<file path="config.mk">
export PLATFORM = sky130hd
export DESIGN_NAME = fp_mul_seq
export DESIGN_NICKNAME = d
export VERILOG_FILES = /design/src/rtl/fp_pkg.sv /design/src/rtl/fp_mant_mul.sv /design/src/rtl/fp_mul_seq.sv
export SDC_FILE = /design/constraint.sdc
export NUM_CORES = 1
export LEC_CHECK = 0
export BUFFER_PORTS_ARGS = -buffer_cell sky130_fd_sc_hd__clkbuf_2
export CAP_MARGIN = 20
export CORE_MARGIN = 2
export CORE_UTILIZATION = 50
export DETAILED_ROUTE_END_ITERATION = 10
export PLACE_DENSITY = 0.69
export SKIP_LAST_GASP = 1
export SYNTH_ARGS = -nofsm -noshare
export SYNTH_HDL_FRONTEND = slang
export SYNTH_SLANG_ARGS = --single-unit
</file>
<file path="constraint.sdc">
create_clock -name clk -period 13.3 [get_ports clk]
set_input_delay 1.995 -clock clk [delete_from_list [all_inputs] [get_ports clk]]
set_output_delay 1.995 -clock clk [all_outputs]
set_load 0.02 [all_outputs]
</file>
<file path="src/rtl/fp_pkg.sv">
// rtl/fp_pkg.sv - shared FSM states, flag indices and format helpers for the FP multiplier
package fp_pkg;

    typedef logic [1:0] state_t;

    localparam state_t IDLE = 2'd0;
    localparam state_t MUL  = 2'd1;
    localparam state_t NORM = 2'd2;
    localparam state_t DONE = 2'd3;

    // Bit positions inside the 4-bit flags word {nv, of, uf, nx}
    localparam int FLAG_NX = 0;
    localparam int FLAG_UF = 1;
    localparam int FLAG_OF = 2;
    localparam int FLAG_NV = 3;

    function automatic int fp_bias(input int exp_w);
        return (1 << (exp_w - 1)) - 1;
    endfunction

    // Sign 0, exponent all ones, only the fraction MSB set; caller slices to its word width
    function automatic logic [63:0] fp_canon_qnan(input int exp_w, input int man_w);
        return (((64'd1 << exp_w) - 64'd1) << man_w) | (64'd1 << (man_w - 1));
    endfunction

endpackage

</file>
<file path="src/rtl/fp_mant_mul.sv">
// rtl/fp_mant_mul.sv - sequential shift-add significand multiplier, one partial product per cycle
module fp_mant_mul #(
    parameter int N = 24
) (
    input  logic           clk,
    input  logic           rst,
    input  logic           start,
    input  logic [N-1:0]   mcand,
    input  logic [N-1:0]   mplier,
    output logic           done,
    output logic [2*N-1:0] product
);

    localparam int CW = $clog2(N + 1);

    logic [2*N-1:0] acc;
    logic [2*N-1:0] md;
    logic [N-1:0]   mp;
    logic [CW-1:0]  cnt;
    logic           busy;

    always_ff @(posedge clk) begin
        if (rst) begin
            acc  <= '0;
            md   <= '0;
            mp   <= '0;
            cnt  <= '0;
            busy <= 1'b0;
            done <= 1'b0;
        end else begin
            done <= 1'b0;
            if (start) begin
                acc  <= '0;
                md   <= {{N{1'b0}}, mcand};
                mp   <= mplier;
                cnt  <= '0;
                busy <= 1'b1;
            end else if (busy) begin
                if (mp[0]) begin
                    acc <= acc + md;
                end
                md  <= md << 1;
                mp  <= mp >> 1;
                cnt <= cnt + 1'b1;
                // Last of the N partial products; done pulses once the sum is settled
                if (cnt == CW'(N - 1)) begin
                    busy <= 1'b0;
                    done <= 1'b1;
                end
            end
        end
    end

    assign product = acc;

endmodule

</file>
<file path="src/rtl/fp_mul_seq.sv">
// rtl/fp_mul_seq.sv - sequential IEEE-754-style multiplier with classification, rounding and flags
module fp_mul_seq
    import fp_pkg::*;
#(
    parameter int EXP_W = 8,
    parameter int MAN_W = 23
) (
    input  logic                     clk,
    input  logic                     rst,
    input  logic                     in_valid,
    output logic                     in_ready,
    input  logic [EXP_W+MAN_W:0]     A,
    input  logic [EXP_W+MAN_W:0]     B,
    input  logic                     rnd_mode,
    output logic                     out_valid,
    input  logic                     out_ready,
    output logic [EXP_W+MAN_W:0]     Y,
    output logic [3:0]               flags
);

    localparam int W  = 1 + EXP_W + MAN_W;
    localparam int N  = MAN_W + 1;
    localparam int EW = EXP_W + 2;

    localparam logic [63:0]          QNAN_L   = fp_canon_qnan(EXP_W, MAN_W);
    localparam logic [W-1:0]         QNAN     = QNAN_L[W-1:0];
    localparam logic signed [EW-1:0] BIAS     = EW'(fp_bias(EXP_W));
    localparam logic signed [EW-1:0] EXP_MAX  = EW'((1 << EXP_W) - 1);
    localparam logic signed [EW-1:0] EXP_ZERO = '0;

    state_t state;
    logic                  sign_r;
    logic                  rnd_r;
    logic signed [EW-1:0]  exp_r;
    logic [W-1:0]          y_r;
    logic [3:0]            flags_r;

    logic                  a_sign, b_sign, s_ab;
    logic [EXP_W-1:0]      a_exp, b_exp;
    logic [MAN_W-1:0]      a_frac, b_frac;
    logic                  a_nan, b_nan, a_snan, b_snan;
    logic                  a_inf, b_inf, a_zero, b_zero;
    logic                  special, accept, mul_start, mul_done;
    logic signed [EW-1:0]  exp_sum;
    logic [W-1:0]          spec_y;
    logic [3:0]            spec_flags;
    logic [2*N-1:0]        prod;

    assign a_sign = A[W-1];
    assign b_sign = B[W-1];
    assign a_exp  = A[W-2 -: EXP_W];
    assign b_exp  = B[W-2 -: EXP_W];
    assign a_frac = A[MAN_W-1:0];
    assign b_frac = B[MAN_W-1:0];
    assign s_ab   = a_sign ^ b_sign;

    assign a_nan  = (&a_exp) & (|a_frac);
    assign b_nan  = (&b_exp) & (|b_frac);
    assign a_snan = a_nan & ~a_frac[MAN_W-1];
    assign b_snan = b_nan & ~b_frac[MAN_W-1];
    assign a_inf  = (&a_exp) & ~(|a_frac);
    assign b_inf  = (&b_exp) & ~(|b_frac);
    // Subnormals flush to zero, so an all-zero exponent alone marks a zero operand
    assign a_zero = ~(|a_exp);
    assign b_zero = ~(|b_exp);

    assign special   = a_nan | b_nan | a_inf | b_inf | a_zero | b_zero;
    assign in_ready  = (state == IDLE);
    assign accept    = in_valid & in_ready;
    assign mul_start = accept & ~special;
    assign exp_sum   = $signed({2'b00, a_exp}) + $signed({2'b00, b_exp}) - BIAS;

    always_comb begin
        spec_y     = {s_ab, {(W-1){1'b0}}};
        spec_flags = 4'b0000;
        if (a_nan | b_nan) begin
            spec_y              = QNAN;
            spec_flags[FLAG_NV] = a_snan | b_snan;
        end else if ((a_inf & b_zero) | (b_inf & a_zero)) begin
            spec_y              = QNAN;
            spec_flags[FLAG_NV] = 1'b1;
        end else if (a_inf | b_inf) begin
            spec_y = {s_ab, {EXP_W{1'b1}}, {MAN_W{1'b0}}};
        end
    end

    fp_mant_mul #(
        .N (N)
    ) u_mant_mul (
        .clk     (clk),
        .rst     (rst),
        .start   (mul_start),
        .mcand   ({1'b1, a_frac}),
        .mplier  ({1'b1, b_frac}),
        .done    (mul_done),
        .product (prod)
    );

    logic [2*N-2:0]        pn;
    logic [MAN_W-1:0]      mant;
    logic                  guard, sticky, inc, carry;
    logic [MAN_W:0]        mant_r;
    logic signed [EW-1:0]  e_fin;
    logic [W-1:0]          norm_y;
    logic [3:0]            norm_flags;

    // Product lies in [1,4): drop the leading one, shifting left once when it sits one bit lower
    assign pn     = prod[2*N-1] ? prod[2*N-2:0] : {prod[2*N-3:0], 1'b0};
    assign mant   = pn[2*MAN_W -: MAN_W];
    assign guard  = pn[MAN_W];
    assign sticky = |pn[MAN_W-1:0];
    assign inc    = ~rnd_r & guard & (sticky | mant[0]);
    assign mant_r = {1'b0, mant} + {{MAN_W{1'b0}}, inc};
    assign carry  = mant_r[MAN_W];
    assign e_fin  = exp_r + $signed({{(EW-1){1'b0}}, prod[2*N-1]})
                          + $signed({{(EW-1){1'b0}}, carry});

    always_comb begin
        norm_y              = {sign_r, e_fin[EXP_W-1:0], mant_r[MAN_W-1:0]};
        norm_flags          = 4'b0000;
        norm_flags[FLAG_NX] = guard | sticky;
        if (e_fin <= EXP_ZERO) begin
            norm_y              = {sign_r, {(W-1){1'b0}}};
            norm_flags[FLAG_UF] = 1'b1;
            norm_flags[FLAG_NX] = 1'b1;
        end else if (e_fin >= EXP_MAX) begin
            norm_flags[FLAG_OF] = 1'b1;
            norm_flags[FLAG_NX] = 1'b1;
            norm_y = rnd_r ? {sign_r, {(EXP_W-1){1'b1}}, 1'b0, {MAN_W{1'b1}}}
                           : {sign_r, {EXP_W{1'b1}}, {MAN_W{1'b0}}};
        end
    end

    always_ff @(posedge clk) begin
        if (rst) begin
            state   <= IDLE;
            sign_r  <= 1'b0;
            rnd_r   <= 1'b0;
            exp_r   <= '0;
            y_r     <= '0;
            flags_r <= 4'b0000;
        end else begin
            case (state)
                IDLE: begin
                    if (in_valid) begin
                        sign_r <= s_ab;
                        rnd_r  <= rnd_mode;
                        exp_r  <= exp_sum;
                        if (special) begin
                            y_r     <= spec_y;
                            flags_r <= spec_flags;
                            state   <= DONE;
                        end else begin
                            state <= MUL;
                        end
                    end
                end
                MUL: begin
                    if (mul_done) begin
                        state <= NORM;
                    end
                end
                NORM: begin
                    y_r     <= norm_y;
                    flags_r <= norm_flags;
                    state   <= DONE;
                end
                DONE: begin
                    if (out_ready) begin
                        state <= IDLE;
                    end
                end
                default: state <= IDLE;
            endcase
        end
    end

    assign out_valid = (state == DONE);
    assign Y         = y_r;
    assign flags     = flags_r;

endmodule

</file>
* Word level (Yosys, flattened, before mapping) *
Index checks and enable logic that the tools add are counted.

operators by class
  $add $sub $neg = 7
  $lt $le $gt $ge = 2
  equal/unequal tests = 8
  multiplexer cells = 33
  bitwise logic cells = 32
  reductions and logical operators = 16

operators by type and width
  kind                                                                 count
  2-to-1 mux 32 bit                                                    4
  2-to-1 mux 24 bit                                                    5
  2-to-1 mux 31 bit                                                    3
  OR reduction 23 bit                                                  3
  case mux 32 bit (2 select lines)                                     1
  adder 48 bit                                                         1
  2-to-1 mux 47 bit                                                    1
  adder 23 x 1 -> 24 bit                                               1
  adder 10 x 2 -> 10 bit                                               2
  AND reduction 8 bit                                                  2
  OR reduction 8 bit                                                   2
  AND 1 bit                                                            12
  2-to-1 mux 1 bit                                                     11
  greater-or-equal comparator 10 x 9 -> 1 bit (second input constant)  1
  <= comparator 10 x 1 -> 1 bit (second input constant)                1
  OR 1 bit                                                             10
  subtractor 9 x 7 -> 10 bit (second input constant)                   1
  adder 8 x 8 -> 9 bit                                                 1
  inverter 1 bit                                                       9
  2-to-1 mux 2 bit                                                     4
  2-to-1 mux 4 bit                                                     2
  case mux 2 bit (4 select lines)                                      1
  case mux 4 bit (2 select lines)                                      1
  != test 2 x 1 -> 1 bit (second input constant)                       3
  12 further kinds                                                     16

storage, ports and cells
  register bits after elaboration = 177
  bits of input ports = 69
  logic and storage cells = 111

* Longest topological paths before layout *
  depth after elaboration = 10
  gate-level depth with buffers = 21
  depth with buffers taken out = 18

* By module *
A second synthesis with hierarchy kept.

second synthesis, totals
  cells, all modules = 1481
  area, all modules = 11682.5 sq um

modules (own cells, without submodules)
  module       instances  cells an instance  area each (sq um)
  fp_mant_mul  1          912                7335.8
  fp_mul_seq   1          569                4346.7

* Worst setup path after synthesis *
OpenSTA, ideal clock, no wires.

  path kind = register to register
  start point = register u_mant_mul.acc[47], in the netlist u_mant_mul.product[47]
  end point = register y_r[19], in the netlist Y[19]
  library setup time = 0.128 ns
  data arrival time = 4.030 ns
  data required time = 13.172 ns
  setup slack = 9.142 ns
  cell stages (with the launch flop) = 20
  clock period less this slack = 4.158 ns
  path through = dfxtp_1 buf_6 nand2_1 a2111o_1 nor4b_4 and4_4 nand4b_4 nor3_1 fa_1 nand2_1 or3_1 a221oi_1 o21ai_1 a22oi_1 and3_1 nand2b_1 and3_1 clkbuf_1 a22oi_1 nor2_1

on the way
  cells in the longest elaborated chain, start to end = 10
  elaborated cells between the ends (all ways) = 13
  those cells by class = 3 x add/sub; 2 x order compare; 4 x mux; 3 x bitwise; 1 x reduce/logical

RTL lines
  item                                         RTL line           text
  start, declared                              fp_mant_mul.sv:16  logic [2*N-1:0] acc;
  start signal, assigned                       fp_mant_mul.sv:40  acc <= acc + md;
  2-to-1 mux 47 bit                            fp_mul_seq.sv:108  assign pn = prod[2*N-1] ? prod[2*N-2:0] : {prod[2*N-3:0], 1'b0};
  OR reduction 23 bit                          fp_mul_seq.sv:111  assign sticky = |pn[MAN_W-1:0];
  OR 1 bit                                     fp_mul_seq.sv:112  assign inc = ~rnd_r & guard & (sticky | mant[0]);
  AND 1 bit                                    fp_mul_seq.sv:112
  adder 23 x 1 -> 24 bit                       fp_mul_seq.sv:113  assign mant_r = {1'b0, mant} + {{MAN_W{1'b0}}, inc};
  adder 10 x 2 -> 10 bit                       fp_mul_seq.sv:116  + $signed({{(EW-1){1'b0}}, carry});
  greater-or-equal comparator 10 x 9 -> 1 bit  fp_mul_seq.sv:126  end else if (e_fin >= EXP_MAX) begin
  2-to-1 mux 31 bit                            fp_mul_seq.sv:126
  2-to-1 mux 31 bit *                          fp_mul_seq.sv:122  if (e_fin <= EXP_ZERO) begin
  case mux 32 bit (2 select lines) *           fp_mul_seq.sv:143  case (state)
  end signal, assigned                         fp_mul_seq.sv:150  y_r <= spec_y;
  end signal, assigned                         fp_mul_seq.sv:164  y_r <= norm_y;
  end, declared                                fp_mul_seq.sv:35   logic [W-1:0] y_r;

Mark *: on every way between the ends. The rest lies on a longest branch, timed or not.
A chain may end at the register's enable or synchronous reset.

* Final worst setup path *
  start point = register u_mant_mul.acc[47], in the netlist u_mant_mul.product[47]
  end point = register y_r[13], in the netlist Y[13]

The elaborated chain is that of the path after synthesis.

==> metrics.md <==
| Metric | Value |
|---|---|
| Run status | finished, final reports clean |
| Async S/R FF share, synth | 0% |
| Critical path arrival | 5.75 ns |
| Die width | 154 um |
| R2R Setup Slk | 7.86 ns |
| Die area | 23700 sq um |
| Largest vdd supply drop | 80.9 uV |
| EDFF count, synth | 0 |
| Port buffer count | 106 |
| Post-CTS Setup Inserts | 0 |
| Max-slew violations | 0 |
| Hold crit path type | register to register |
| Fin area | 12400 sq um |
| Leakage Power | 4.93 nW |
| Antenna-violating nets left | 0 |
| #FFs+latches synth | 177 |
| Fillers | 2093 |
| Synth area leaders | dfxtp_1 31%, ha_1 7.7%, a21oi_1 6.8% |
| Initial DRC Count | 526 |
| WL/cell | 15.5 um |
| Synth area leader | dfxtp_1 |
| Core ar. | 22000 sq um |
| Number of vias per cell | 5.74 |
| Post-Syn Area | 11300 sq um |
| Worst Setup Path Type | register to register |
| GRT Overall Usage | 23.4% |
| Synth Flop Type | dfxtp_1 |
| Final setup violation count | 0 |
| Clock Path Buffers | 2 |
| Yosys cell types | 70 |
| Final wirelength | 27700 um |
| Syn nets | 1590 |
| Top cell type's share of synthesized area | 31.5% |
| Finished Layout Cells | 1786 |
| Avg Inst Size Synth | 7.77 sq um |
| CTS Sinks | 177 |
| Critical Path RT | 13.61 ns |
| Number of global-route vias before repair | 9393 |
| Commonest cells post-synth | 177 x dfxtp_1, 177 x nand2_1, 170 x nor2_1, 153 x a21oi_1, 80 x a211oi_1 |
| DRT Pass-1 Iters | 5 |
| Vias post-DR | 10256 |
| Layout cell share with drive strength beyond 1 | 10.8% |
| Placed cell area | 11900 sq um |
| ANT cells | 0 |
| Clock skew | 0.0177 ns |
| Clk_lat worst skew | 0.45 ns |
| DRC viols | 0 |
| Placed Instances | 1754 |
| Post-DP HPWL | 20300 um |
| Tcrit/Tclk final | 40.9% |
| Relative slew slack | 41.0% |
| F_max | 184 MHz |
| Worst Tran Pin Value | 0.884 ns |
| CTS root buf | clkbuf_16 |
| CTS tree | built |
| Fin crit period | 5.44 ns |
| Largest net degree at the start of global routing | 96 |
| CP Max Fanout | 58 |
| Multi-input logic area | 7210 sq um |
| PwrDens | 130 nW/um^2 |
| Clock transition at path regs | 0.08 ns |
| Cell count after synthesis | 1449 |
| Final hold violation count | 0 |
| Layout Nets | 1634 |
| Cts repair resizes | 0 |
| Sequential cell area | 3550 sq um |
| Starting Density | 51.3% |
| Routability cong. | 0.898 |
| FP Rows | 54 |
| First-pass GRT wire length | 46100 um |
| Synth Warn # | 0 |
| Final setup TNS | 0 ns |
| Area grow syn2layout | 10.5% |
| Maxcap violations | 0 |
| CTS Buf Count | 17 |
| Post-CTS Hold Buffers | 0 |
| Initial antenna violation count | 0 |
| Unrepaired setup endpoints after global routing | false |
| Critical path startpoint category | register |
| I/O Pins | 107 |
| CP endpoint kind | register |
| Sequential area share after synthesis | 31.5% |
| GR Overflow Total | 0 |
| Die Y-Extent | 154 um |
| Htree depth | 4 |
[placed cells by master (no fill, tap or decap), types with 4 or more instances in the layout]
cell       count
buf_4         10
nand3_1       25
nand2_1      176
mux2i_1       75
o211ai_1       8
xor2_1        26
a21o_1        25
a21boi_0       6
o21ai_1        5
o21bai_1       6
nor4_1        22
a31oi_1       18
nor2b_1       13
and2_1        11
o21ai_0       66
a221oi_1       4
clkbuf_16     17
o21a_1         6
xnor2_1       40
inv_6          6
nor2_1       170
a211oi_1      80
inv_1         42
a22o_1         5
nor3_1        18
and3_1        11
a21oi_1      153
clkbuf_2     105
ha_1          69
a22oi_1        4
nand4_1       23
nand2b_1      15
dfxtp_1      175
a311oi_1      10
[state kept, by name (all words and copies together), names as in the netlist]
signal	count
u_mant_mul.md	48
u_mant_mul.product	48
Y	32
u_mant_mul.mp	24
exp_r	10
u_mant_mul.cnt	5
flags	4
state	2
rnd_r	1
sign_r	1
u_mant_mul.busy	1
u_mant_mul.done	1
[critical path: stages (launching register included)]
cell	delay (ns)
dfxtp_2	0.47
buf_4	0.50
and2_1	0.23
o21a_1	0.16
nor4b_4	0.25
and4_4	0.29
nand4b_4	0.13
nor3_1	0.27
fa_1	0.32
nand2_1	0.09
or3_1	0.33
a221oi_1	0.32
o21ai_1	0.10
a22oi_1	0.20
and3_1	0.76
nand2b_1	0.14
and3_1	0.42
o21ai_0	0.20
a21oi_1	0.09
[logic make-up (layout without fill, tap and decap cells)]
group / Yosys count / after routing / share of synthesized area (%)
XOR/XNOR: 66 / 66 / 5.14
adder cells (fa/ha/maj): 72 / 72 / 8.20
AND/OR/NAND/NOR: 510 / 510 / 20.9
buffers and inverters: 132 / 189 / 4.54
multiplexers: 75 / 75 / 6.67
flip-flops: 177 / 177 / 31.5
AO/OA/AOI/OAI: 417 / 417 / 23.1
[layout make-up]
class / count / area share, %
multi-input cells: 1140 / 58.0
flip-flops and latches: 177 / 28.5
repair buffers: 115 / 4.83
clock buffers: 17 / 3.42
well taps: 280 / 2.82
inverters: 42 / 1.27
clock inverters: 15 / 1.13
[where the power goes]
group	total (W)	leakage, nW	internal (W)	switching, W
clock network	0.000487	0.268	0.000247	0.000240
logic	0.000456	3.22	0.000180	0.000276
registers	0.000673	1.44	0.000600	0.0000729
total	0.00162	4.93	0.00103	0.000588
[path summary, 6_finish.rpt]
path / startpoint / to / cells after the start
worst max register to register: u_mant_mul.product[47]$_SDFFE_PP0P_ / Y[13]$_SDFFE_PP0P_ / 18
worst max-delay path: u_mant_mul.product[47]$_SDFFE_PP0P_ / Y[13]$_SDFFE_PP0P_ / 18
worst min register to register: Y[16]$_SDFFE_PP0P_ / Y[16]$_SDFFE_PP0P_ / 2
worst min-delay path: Y[16]$_SDFFE_PP0P_ / Y[16]$_SDFFE_PP0P_ / 2
[through the flow]
step                utilization (%)  hold slack, ns  setup slack [ns]  power [W]
floorplan                         -           0.445              9.14    0.00102
global placement               54.1           0.439              7.96    0.00113
detailed placement             54.1           0.444              7.91    0.00114
CTS                            56.6           0.453              7.85    0.00162
global route                   56.6           0.469              7.13    0.00171
finish                         56.6           0.451              7.86    0.00162
[layer usage]
metal | track usage [%] | part of all wire [%] | up-vias
met4 | 6.41 | 1.4 | 0
li1 | - | - | 5286
met1 | 32.2 | 49 | 4748
met3 | 3.61 | 3.6 | 30
met5 | 0 | 0 | -
met2 | 38.1 | 46 | 192
Power figures use the tool's default switching activity.
